--- src/rtl/uart_frame_parser_pkg.sv ---
// Shared types and helpers for the UART RX frame parser.
// Holds the parser state encoding, the default protocol bytes, and the
// helpers used for counter widths and saturating statistics.
package uart_frame_pkg;

    typedef enum logic [2:0] {
        HUNT,
        LEN,
        PAYLOAD,
        CHK,
        REPLY,
        EMIT
    } state_t;

    localparam int          DEF_MAX_LEN        = 16;
    localparam logic [7:0]  DEF_SYNC_BYTE      = 8'hA5;
    localparam logic [7:0]  DEF_ACK_BYTE       = 8'h06;
    localparam logic [7:0]  DEF_NAK_BYTE       = 8'h15;
    localparam int          DEF_TIMEOUT_CYCLES = 1440000;

    // Bits needed to index n items (0..n-1); never less than one bit.
    function automatic int cnt_width(input int n);
        cnt_width = (n > 1) ? $clog2(n) : 1;
    endfunction

    // Statistics counters stick at all-ones instead of wrapping.
    function automatic logic [15:0] sat_inc(input logic [15:0] v);
        sat_inc = (v == 16'hFFFF) ? v : v + 16'd1;
    endfunction

endpackage

--- src/rtl/uart_frame_parser_if.sv ---
// Byte-level handshakes around the frame parser: RX FIFO pop side,
// TX FIFO write side and the application payload stream.
// The master modport is the parser; slave is its environment.
interface uart_frame_parser_if;

    logic [7:0] rx_data;
    logic       rx_data_ready;
    logic       rx_accept;
    logic [7:0] tx_data;
    logic       tx_wren;
    logic       tx_fifo_full;
    logic [7:0] out_data;
    logic       out_valid;
    logic       out_last;
    logic       out_ready;

    modport master (
        input  rx_data, rx_data_ready, tx_fifo_full, out_ready,
        output rx_accept, tx_data, tx_wren, out_data, out_valid, out_last
    );

    modport slave (
        output rx_data, rx_data_ready, tx_fifo_full, out_ready,
        input  rx_accept, tx_data, tx_wren, out_data, out_valid, out_last
    );

endinterface

--- src/rtl/uart_frame_parser_buffer.sv ---
// Payload buffer for the frame parser: MAX_LEN bytes, one synchronous
// write port and one combinational read port addressed by the parser.
module uart_frame_buffer
    import uart_frame_pkg::*;
#(
    parameter int MAX_LEN = DEF_MAX_LEN,
    parameter int ADDR_W  = cnt_width(DEF_MAX_LEN)
) (
    input  logic              clk,
    input  logic              wr_en,
    input  logic [ADDR_W-1:0] wr_addr,
    input  logic [7:0]        wr_data,
    input  logic [ADDR_W-1:0] rd_addr,
    output logic [7:0]        rd_data
);

    logic [7:0] mem [MAX_LEN];

    // Store one payload byte per accepted pop.
    // NOTE: the array has no reset; it is only read after being written by the current frame.
    always_ff @(posedge clk) begin
        if (wr_en && (int'(wr_addr) < MAX_LEN)) begin
            mem[wr_addr] <= wr_data;
        end
    end

    assign rd_data = (int'(rd_addr) < MAX_LEN) ? mem[rd_addr] : 8'h00;

endmodule

--- src/rtl/uart_frame_parser.sv ---
// UART RX frame parser: pops SYNC, LEN, payload[LEN], CHK from the RX FIFO,
// answers ACK/NAK into the TX FIFO and streams good payloads downstream.
// Optional build macro PARSER_TIMEOUT_EN adds an inter-byte timeout that
// aborts a stalled frame back to HUNT without sending a reply.
module uart_frame_parser
    import uart_frame_pkg::*;
#(
    parameter int         MAX_LEN        = DEF_MAX_LEN,
    parameter logic [7:0] SYNC_BYTE      = DEF_SYNC_BYTE,
    parameter logic [7:0] ACK_BYTE       = DEF_ACK_BYTE,
    parameter logic [7:0] NAK_BYTE       = DEF_NAK_BYTE,
    parameter int         TIMEOUT_CYCLES = DEF_TIMEOUT_CYCLES
) (
    input  logic                sys_clk,
    input  logic                reset,
    uart_frame_parser_if.master bus,
    output logic [15:0]         frame_ok_count,
    output logic [15:0]         frame_err_count
);

    localparam int ADDR_W = cnt_width(MAX_LEN);

    state_t     state;
    logic [7:0] len;
    logic [7:0] chk;
    logic [7:0] idx;
    logic       pop_wait;
    logic       reply_ack;
    logic [7:0] buf_rd_data;

    logic       rx_state;
    logic       pop;
    logic       buf_we;
    logic       len_bad;

    // Bytes are only taken in the four receiving states, and never in the
    // cycle after a pop while the FIFO RAM read catches up.
    assign rx_state = (state == HUNT) || (state == LEN) ||
                      (state == PAYLOAD) || (state == CHK);
    assign pop      = rx_state && bus.rx_data_ready && !pop_wait;
    assign buf_we   = pop && (state == PAYLOAD);
    assign len_bad  = (bus.rx_data == 8'h00) || (bus.rx_data > 8'(MAX_LEN));

    uart_frame_buffer #(
        .MAX_LEN (MAX_LEN),
        .ADDR_W  (ADDR_W)
    ) u_buffer (
        .clk     (sys_clk),
        .wr_en   (buf_we),
        .wr_addr (idx[ADDR_W-1:0]),
        .wr_data (bus.rx_data),
        .rd_addr (idx[ADDR_W-1:0]),
        .rd_data (buf_rd_data)
    );

`ifdef PARSER_TIMEOUT_EN
    localparam int TO_W = cnt_width(TIMEOUT_CYCLES);
    logic [TO_W-1:0] to_cnt;
    logic            in_frame;

    assign in_frame = (state == LEN) || (state == PAYLOAD) || (state == CHK);
`endif

    // Parser FSM with registered handshake outputs and statistics.
    // NOTE: all state here uses non-blocking assignments so every register samples pre-edge values.
    always_ff @(posedge sys_clk or posedge reset) begin
        if (reset) begin
            state           <= HUNT;
            len             <= 8'h00;
            chk             <= 8'h00;
            idx             <= 8'h00;
            pop_wait        <= 1'b0;
            reply_ack       <= 1'b0;
            bus.rx_accept   <= 1'b0;
            bus.tx_data     <= 8'h00;
            bus.tx_wren     <= 1'b0;
            bus.out_data    <= 8'h00;
            bus.out_valid   <= 1'b0;
            bus.out_last    <= 1'b0;
            frame_ok_count  <= 16'h0000;
            frame_err_count <= 16'h0000;
`ifdef PARSER_TIMEOUT_EN
            to_cnt          <= '0;
`endif
        end else begin
            bus.rx_accept <= pop;
            pop_wait      <= pop;
            bus.tx_wren   <= 1'b0;

            case (state)
                HUNT: begin
                    if (pop && (bus.rx_data == SYNC_BYTE)) begin
                        state <= LEN;
                    end
                end

                LEN: begin
                    if (pop) begin
                        len <= bus.rx_data;
                        chk <= bus.rx_data;
                        idx <= 8'h00;
                        if (len_bad) begin
                            reply_ack       <= 1'b0;
                            frame_err_count <= sat_inc(frame_err_count);
                            state           <= REPLY;
                        end else begin
                            state <= PAYLOAD;
                        end
                    end
                end

                PAYLOAD: begin
                    if (pop) begin
                        chk <= chk ^ bus.rx_data;
                        idx <= idx + 8'd1;
                        if ((idx + 8'd1) == len) begin
                            state <= CHK;
                        end
                    end
                end

                CHK: begin
                    if (pop) begin
                        idx   <= 8'h00;
                        state <= REPLY;
                        if (bus.rx_data == chk) begin
                            reply_ack      <= 1'b1;
                            frame_ok_count <= sat_inc(frame_ok_count);
                        end else begin
                            reply_ack       <= 1'b0;
                            frame_err_count <= sat_inc(frame_err_count);
                        end
                    end
                end

                REPLY: begin
                    if (!bus.tx_fifo_full) begin
                        bus.tx_data <= reply_ack ? ACK_BYTE : NAK_BYTE;
                        bus.tx_wren <= 1'b1;
                        if (reply_ack) begin
                            // idx is 0 here, so the buffer read port already shows byte 0.
                            bus.out_data  <= buf_rd_data;
                            bus.out_valid <= 1'b1;
                            bus.out_last  <= (len == 8'd1);
                            idx           <= 8'd1;
                            state         <= EMIT;
                        end else begin
                            state <= HUNT;
                        end
                    end
                end

                EMIT: begin
                    if (bus.out_valid && bus.out_ready) begin
                        if (bus.out_last) begin
                            bus.out_valid <= 1'b0;
                            bus.out_last  <= 1'b0;
                            state         <= HUNT;
                        end else begin
                            bus.out_data <= buf_rd_data;
                            bus.out_last <= ((idx + 8'd1) == len);
                            idx          <= idx + 8'd1;
                        end
                    end
                end

                default: state <= HUNT;
            endcase

`ifdef PARSER_TIMEOUT_EN
            // Inter-byte timeout: placed after the case so an abort overrides it.
            if (!in_frame || pop) begin
                to_cnt <= '0;
            end else if (to_cnt == TO_W'(TIMEOUT_CYCLES - 1)) begin
                to_cnt          <= '0;
                state           <= HUNT;
                frame_err_count <= sat_inc(frame_err_count);
            end else begin
                to_cnt <= to_cnt + 1'b1;
            end
`endif
        end
    end

endmodule
--- src/flat_wrapper.sv ---
// flat-port wrapper written by rule: the top's interface ports become plain ports
module uart_frame_parser_flat import uart_frame_pkg::*;
#(
    parameter int         MAX_LEN        = DEF_MAX_LEN,
    parameter logic [7:0] SYNC_BYTE      = DEF_SYNC_BYTE,
    parameter logic [7:0] ACK_BYTE       = DEF_ACK_BYTE,
    parameter logic [7:0] NAK_BYTE       = DEF_NAK_BYTE,
    parameter int         TIMEOUT_CYCLES = DEF_TIMEOUT_CYCLES
)
  (sys_clk, reset, frame_ok_count, frame_err_count, bus_rx_data, bus_rx_data_ready, bus_tx_fifo_full, bus_out_ready, bus_rx_accept, bus_tx_data, bus_tx_wren, bus_out_data, bus_out_valid, bus_out_last);
  uart_frame_parser_if bus_i ();
  input  logic sys_clk;
  input  logic reset;
  output logic [15:0] frame_ok_count;
  output logic [15:0] frame_err_count;
  input wire logic [$bits(bus_i.rx_data)-1:0] bus_rx_data;
  input wire logic [$bits(bus_i.rx_data_ready)-1:0] bus_rx_data_ready;
  input wire logic [$bits(bus_i.tx_fifo_full)-1:0] bus_tx_fifo_full;
  input wire logic [$bits(bus_i.out_ready)-1:0] bus_out_ready;
  output wire logic [$bits(bus_i.rx_accept)-1:0] bus_rx_accept;
  output wire logic [$bits(bus_i.tx_data)-1:0] bus_tx_data;
  output wire logic [$bits(bus_i.tx_wren)-1:0] bus_tx_wren;
  output wire logic [$bits(bus_i.out_data)-1:0] bus_out_data;
  output wire logic [$bits(bus_i.out_valid)-1:0] bus_out_valid;
  output wire logic [$bits(bus_i.out_last)-1:0] bus_out_last;
  assign bus_i.rx_data = bus_rx_data;
  assign bus_i.rx_data_ready = bus_rx_data_ready;
  assign bus_i.tx_fifo_full = bus_tx_fifo_full;
  assign bus_i.out_ready = bus_out_ready;
  assign bus_rx_accept = bus_i.rx_accept;
  assign bus_tx_data = bus_i.tx_data;
  assign bus_tx_wren = bus_i.tx_wren;
  assign bus_out_data = bus_i.out_data;
  assign bus_out_valid = bus_i.out_valid;
  assign bus_out_last = bus_i.out_last;
  uart_frame_parser #(.MAX_LEN(MAX_LEN), .SYNC_BYTE(SYNC_BYTE), .ACK_BYTE(ACK_BYTE), .NAK_BYTE(NAK_BYTE), .TIMEOUT_CYCLES(TIMEOUT_CYCLES)) u_core (.sys_clk(sys_clk), .reset(reset), .bus(bus_i), .frame_ok_count(frame_ok_count), .frame_err_count(frame_err_count));
endmodule
--- config.mk ---
export PLATFORM = sky130hd
export DESIGN_NAME = uart_frame_parser_flat
export DESIGN_NICKNAME = d
export VERILOG_FILES = /design/src/rtl/uart_frame_parser_pkg.sv /design/src/rtl/uart_frame_parser_if.sv /design/src/rtl/uart_frame_parser_buffer.sv /design/src/rtl/uart_frame_parser.sv /design/src/flat_wrapper.sv
export SDC_FILE = /design/constraint.sdc
export NUM_CORES = 1
export LEC_CHECK = 0
export CORE_ASPECT_RATIO = 1.2
export CORE_MARGIN = 10
export CORE_UTILIZATION = 45
export CTS_CLUSTER_DIAMETER = 120
export DETAILED_ROUTE_END_ITERATION = 10
export PLACE_DENSITY_LB_ADDON = 0.2
export SLEW_MARGIN = 20
export SYNTH_ARGS = -nofsm -noshare
export SYNTH_HDL_FRONTEND = slang
export SYNTH_SLANG_ARGS = --single-unit
--- constraint.sdc ---
create_clock -name sys_clk -period 2.1 [get_ports sys_clk]
set_input_delay 0.21 -clock sys_clk [delete_from_list [all_inputs] [get_ports sys_clk]]
set_output_delay 0.21 -clock sys_clk [all_outputs]
set_load 0.05 [all_outputs]
# Word-level counts from Yosys, hierarchy flattened
# Memory sizes are Yosys's and may differ from the RTL's.
# Cells that the tools add are included.
[classes] muxes=52 add_sub_neg=3 eq_ne=24 bitwise_logic=3 n_reduce_logical=28 order_cmp=1
[op_table] cell="8-bit 2-to-1 mux" n=12
[op_table] cell="16-bit 2-to-1 mux" n=5
[op_table] cell="16-bit by 1-bit adder with 16-bit output, second input constant" n=2
[op_table] cell="16-bit equality test, second input constant" n=2
[op_table] cell="16-bit one-hot mux with 2 select lines" n=1
[op_table] cell="8-bit one-hot mux with 2 select lines" n=2
[op_table] cell="8-bit one-hot mux with 4 select lines" n=1
[op_table] cell="3-bit 2-to-1 mux" n=10
[op_table] cell="3-bit one-hot mux with 6 select lines" n=1
[op_table] cell="8-bit equality test" n=2
[op_table] cell="1-bit 2-to-1 mux" n=16
[op_table] cell="2-bit by 1-bit inequality test with 1-bit output, second input constant" n=8
[op_table] cell="5-bit AND reduction" n=3
[op_table] cell="4-bit AND reduction" n=3
[op_table] cell="2-bit inequality test, second input constant" n=5
[op_table] cell="8-bit by 1-bit adder with 8-bit output, second input constant" n=1
[op_table] cell="8-bit by 1-bit equality test with 1-bit output, second input constant" n=1
[op_table] cell="8-bit equality test, second input constant" n=1
[op_table] cell="8-bit by 5-bit greater-than comparator with 1-bit output, second input constant" n=1
[op_table] cell="8-bit logical NOT" n=1
[op_table] cell="8-bit AND reduction" n=1
[op_table] cell="8-bit bitwise XOR" n=1
[op_table] cell="7-bit AND reduction" n=1
[op_table] cell="3-bit by 2-bit equality test with 1-bit output, second input constant" n=2
[op_table] cell="14 further kinds" n=28
[totals] memories=1 output_inout_bits=52 register_bits=80 inputBits=13 ram_bits=128
[mem_list] memory="u_core.u_buffer.mem" depth=16 word_bits=8 read_ports=1 rd_clocked_by_memory_dff=0 wr=1 line_no="uart_frame_parser_buffer.sv:17" text="logic [7:0] mem [MAX_LEN];"

# Depth between registers and ports, before layout
[logic_depth] ltp_word=9 mapped_depth=9 mapped_depth_nobuf=7

# Modules after synthesis
# Synthesis repeated with hierarchy kept, for this count alone.
[hier_totals] cells_unflattened=614 hier_area_um2=8896.0
[modules_own_cells] mod="uart_frame_buffer" cells_per_inst=221 n_inst=1 area_each_um2=4987.3
[modules_own_cells] mod="uart_frame_parser" cells_per_inst=393 n_inst=1 area_each_um2=3908.7

# Least setup slack after synthesis
# OpenSTA, ideal clock, no wires.
[synth_timing] kind="register -> register" startpoint="register u_core.frame_err_count[7]" endpoint="register u_core.frame_err_count[1]" required_time_ns=1.972 setup_slack_ns=-0.310 arrival_time_ns=2.283 path_stages_with_launch=7 synth_period_minus_slack_ns=2.410 path_cell_list="dfrtp_1 > and3_1 > nand3_1 > or4_1 > nand3_4 > buf_6 > mux2_1"
[synth_via] elab_chain_len=5
[synth_rtl] item="from (decl)" line_no="uart_frame_parser.sv:18" text="output logic [15:0] frame_err_count"
[synth_rtl] item="from (signal assigned)" line_no="uart_frame_parser.sv:104" text="frame_err_count <= sat_inc(frame_err_count);"
[synth_rtl] item="from (signal assigned)" line_no="uart_frame_parser.sv:131" text="frame_err_count <= sat_inc(frame_err_count);"
[synth_rtl] item="16-bit equality test *" line_no="uart_frame_parser_pkg.sv:28" text="sat_inc = (v == 16'hFFFF) ? v : v + 16'd1;"
[synth_rtl] item="16-bit 2-to-1 mux *"
[synth_rtl] item="16-bit 2-to-1 mux, on equally long branches (2 in series)"
[synth_rtl] item="16-bit one-hot mux with 2 select lines *"
# Mark *: on every way between the ends. The rest lies on a longest branch, timed or not. The select of a mux whose other input is x is not followed.
# A chain may end at the register's enable or synchronous reset.

# Worst setup path after layout
[layout_timing] startpoint="register u_core.idx[0]" endpoint="register u_core.bus.out_data[7]"
[layout_via] elab_chain_len=4
[layout_rtl] item="from (decl)" line_no="uart_frame_parser.sv:26" text="logic [7:0] idx;"
[layout_rtl] item="from (signal assigned)" line_no="uart_frame_parser.sv:115" text="idx <= idx + 8'd1;"
[layout_rtl] item="from (signal assigned)" line_no="uart_frame_parser.sv:162" text="idx <= idx + 8'd1;"
[layout_rtl] item="memory read 16 x 8 bit *"
[layout_rtl] item="8-bit 2-to-1 mux, on equally long branches" line_no="uart_frame_parser.sv:155, uart_frame_parser.sv:140"
[layout_rtl] item="8-bit 2-to-1 mux, on equally long branches" line_no="uart_frame_parser.sv:154, uart_frame_parser.sv:137"
[layout_rtl] item="8-bit one-hot mux with 2 select lines *" line_no="uart_frame_parser.sv:90" text="case (state)"
[layout_rtl] item="to (signal assigned)" line_no="uart_frame_parser.sv:142" text="bus.out_data <= buf_rd_data;"
[layout_rtl] item="to (signal assigned)" line_no="uart_frame_parser.sv:160" text="bus.out_data <= buf_rd_data;"
[layout_rtl] item="to (decl)" line_no="uart_frame_parser_if.sv:19" text="output rx_accept, tx_data, tx_wren, out_data, out_valid, out_last"
# Marked as above.

==> impl_metrics.csv <==
group,metric,value,unit
run_status,status,"finished with violations",
run_status,violations,"negative setup slack",
clocking,cts.sinks,203,
cells_and_area,drive_gt1_share,32.91,%
critical_path,slowest_delay,520,ps
clocking,clock_path_buffers,3,
critical_path,crit_fanout,6,
grt,grt_start_max_net_pins,31,
critical_path,critPathArrivalTime,2500,ps
sta,rsz0062_at_grt,"true",
pwr,leakage,4.348,nW
yosys,ys_seq_area_share,62.96,%
critical_path,critPathSlowestCell,"mux4_2",
pwr,peakVddDrop,0.9305,mV
sta,finalCritPeriodShare,100.9,%
grt,grt_usage,16.65,%
pwr,p_comb_share,37.5,%
grt,overflow,0,
detailed_routing,drcViolationCount,0,
placement,placed_area,0.01074,mm2
placement,gp_congestion,0.8543,
pwr,power_density,1154,mW/mm2
sta,fmax,471.8,MHz
critical_path,rrSetupSlack,-20,ps
detailed_routing,firstDrtPassIters,5,
detailed_routing,num_vias,5881,
cells_and_area,nets,787,
yosys,ys_types,64,
detailed_routing,dr.first_iter.drc_count,278,
yosys,synth_area_leader_cell,"edfxtp_1",
die,io_pins,65,
yosys,synth_area,0.009086,mm2
detailed_routing,wl_per_cell,21.25,um
grt,antenna_found_initial,0,
pwr,internal_power,9.049,mW
clocking,clockRootBuffer,"clkbuf_16",
sta,layout_min_cycle_time,2120,ps
run,drv_cap,0,
clocking,cts_tree,"done",
sta,worstMarginPinSlew,718.4,ps
die,dieArea,0.02630,mm2
die,die_w,149.7,um
yosys,yosys.area.top_type_share,42.30,%
sta,slew_viol_final,0,
die,rows,56,
sta,finalClockSkew,10.17,ps
yosys,yosys_warnings,0,
yosys,synth.top_cells.by_area,"edfxtp_1, dfrtp_1, mux4_2, xor2_1, mux2_2",
yosys,ys.flop_type,"edfxtp_1",
pwr,p_clk_share,25.6,%
clocking,numCtsBuffers,21,
grt,grt_pass1_vias,6191,
pwr,p_seq_share,37.0,%
sta,max_slew_margin,52.00,%
detailed_routing,viasPerCell,5.644,
yosys,synthCells,607,
yosys,avgSynthCellArea,14.97,um2
critical_path,cp_cell_sequence,"buf_12, buf_12, mux4_2, mux4_2, mux2_4",
critical_path,path_delay_family,"multiplexers",
worst_hold_path,hp-class,"input pin to asynchronous set/reset pin",
critical_path,critPathLaunchType,"register",
placement,io_buffers,60,
clocking,clkLatencyLatePin,490,ps
cells_and_area,areaGrowthSynthToFinish,29.03,%
grt,grt_pass1_wl,34.63,mm
pwr,p_sw_share,33.10,%
die,die_h,175.7,um
clocking,clk_pin_slew_worst_paths,60,ps
sta,fin_setup_tns,-41.09,ps
cells_and_area,antenna_cells,0,
clocking,htreeDepth,1,
critical_path,cp-end-kind,"register",
critical_path,worst-path-buf-inv,2,
die,core,0.01969,mm2
placement,hpwl,15.17,mm
detailed_routing,ant_nets,0,
die,initial_core_util,46.15,%
yosys,synthArstFlopShare,36.95,%
yosys,ys_ff_latch,203,
sta,layout_setup_ws,-19.74,ps
clocking,hold_buffers,0,
detailed_routing,drt_wl_total,22.14,mm
critical_path,critPathKind,"register to register",
placement,pre_cts_slack,-407.9,ps
pwr,switchingPower,4.477,mW
sta,setup_violations,4,
yosys,synth_edf_count,128,
critical_path,crit_required,2480,ps
cells_and_area,stdcell_area,0.01172,mm2
sta,hold_violations,0,
-- placed cells by master (no fill, tap or decap), types with 9 or more instances in the layout --
cell type and n:
mux2_2 11, xor2_1 30, inv_1 12, o211ai_1 9
o21ai_0 11, buf_4 87, xnor2_1 18, clkbuf_16 22
edfxtp_1 128, buf_12 10, nand3_1 20, mux4_2 40
dfrtp_1 61, nand2_1 28, or3_1 10, dfrtp_2 14
clkdlybuf4s50_1 59, nor4_1 9, and2_1 10, a21oi_1 21
nor2_1 23
-- stage by stage --
step | hold WS [ps] | power [mW] | std cells | utilization [%]
3_5_place_dp | 468.6 | 9.514 | 994 | 54.55
4_1_cts | 179.5 | 13.34 | 1040 | 58.62
2_1_floorplan | 308.9 | 7.978 | 610 | -
3_3_place_gp | 455.1 | 9.422 | 994 | 54.55
6_report | 171.9 | 13.53 | 1042 | 59.55
5_1_grt | 219.1 | 14.13 | 1042 | 59.55
-- layout make-up --
| cell class | instances | area [um2] |
|---|---|---|
| clock buffer | 25 | 540.5 |
| clock inverter | 12 | 83.83 |
| fill | 1468 | 7965 |
| inverter | 14 | 56.30 |
| multi-input combinational | 360 | 3352 |
| sequential | 203 | 5738 |
| tap | 261 | 326.6 |
| timing repair buffer | 167 | 1627 |
-- power groups by stage --
stage / registers [mW] / logic [mW] / clock network (mW)
detailed placement: 5.08 / 4.44 / 0
global route: 5.05 / 5.40 / 3.68
CTS: 4.98 / 4.83 / 3.52
global placement: 5.06 / 4.36 / 0
floorplan: 5.53 / 2.45 / 0
finish: 5.00 / 5.07 / 3.46
-- flip-flops by register name, summed over array words and instances, names as in the netlist --
signal,count
u_core.u_buffer.mem,128
u_core.frame_err_count,16
u_core.frame_ok_count,16
u_core.bus.out_data,8
u_core.chk,8
u_core.idx,8
u_core.len,8
u_core.bus.tx_data,3
u_core.state,3
u_core.bus.out_last,1
u_core.bus.out_valid,1
u_core.bus.rx_accept,1
u_core.bus.tx_wren,1
u_core.reply_ack,1
-- worst reg2reg max path: cells and delay by family (launching register included) --
family	cells	cell delay [ps]
multiplexers	3	1300
buffers and inverters	2	300
flip-flops	1	420
-- per-layer routing --
| metal | wire [um] | track usage, % | share of wire, % | vias to the layer above |
|---|---|---|---|---|
| li1 | - | - | - | 2663 |
| met1 | 8771 | 20.16 | 40 | 3005 |
| met2 | 11510 | 29.21 | 52 | 179 |
| met3 | 1311 | 3.420 | 5.9 | 34 |
| met4 | 544 | 4.745 | 2.5 | 0 |
| met5 | 0 | 0 | 0 | - |
-- path summary, 6_finish.rpt --
kind | startpoint | end | depth (start not counted)
max | u_core.idx[0] | u_core.bus.out_data[7] | 5
min | reset | u_core.bus.tx_wren | 2
max reg2reg | u_core.idx[0] | u_core.bus.out_data[7] | 5
min reg2reg | u_core.frame_err_count[8] | u_core.frame_err_count[8] | 1
max in group asynchronous | reset | u_core.frame_err_count[0] | 3
min in group sys_clk | bus_tx_fifo_full | u_core.bus.tx_wren | 3
-- what timing repair did --
item	in CTS	in global routing
endpoints found under the hold margin	0	0
setup buffers	7	1
gates resized for setup	18	31
endpoints found under the setup margin	10	124
cloned	2	1
pin swaps	3	9
-- kinds of logic after synthesis --
group	count (synthesis)	share of synthesized area [%]
adder cells (fa/ha/maj)	7	0.9639
multiplexers	60	12.39
AND/OR/NAND/NOR	166	10.69
flip-flops	203	62.96
XOR/XNOR	49	4.723
buffers and inverters	47	2.368
AO/OA/AOI/OAI	74	5.866
other	1	0.04127
-- synthesized netlist by cell type, types with 2 or more instances --
library cell,instances
and3_1,6
o41ai_1,2
and2_1,14
nor4b_1,2
o211ai_1,9
o221ai_1,8
buf_2,7
nand3_1,23
mux2_2,19
nor4_4,2
nor2_1,25
or4_1,2
and4_1,3
xor2_1,30
buf_4,6
nor3_2,5
o31ai_1,5
nor4_1,12
nor4_2,2
inv_1,13
nand2_1,30
nor3_1,7
or2_2,3
or3_1,11
ha_1,7
dfrtp_1,75
nand4_1,4
clkbuf_1,17
mux4_2,40
nand2b_1,3
nor2b_1,5
xnor2_1,19
o21ai_0,12
a21oi_1,21
edfxtp_1,128
buf_1,2
(Power assumes the default switching activity.)
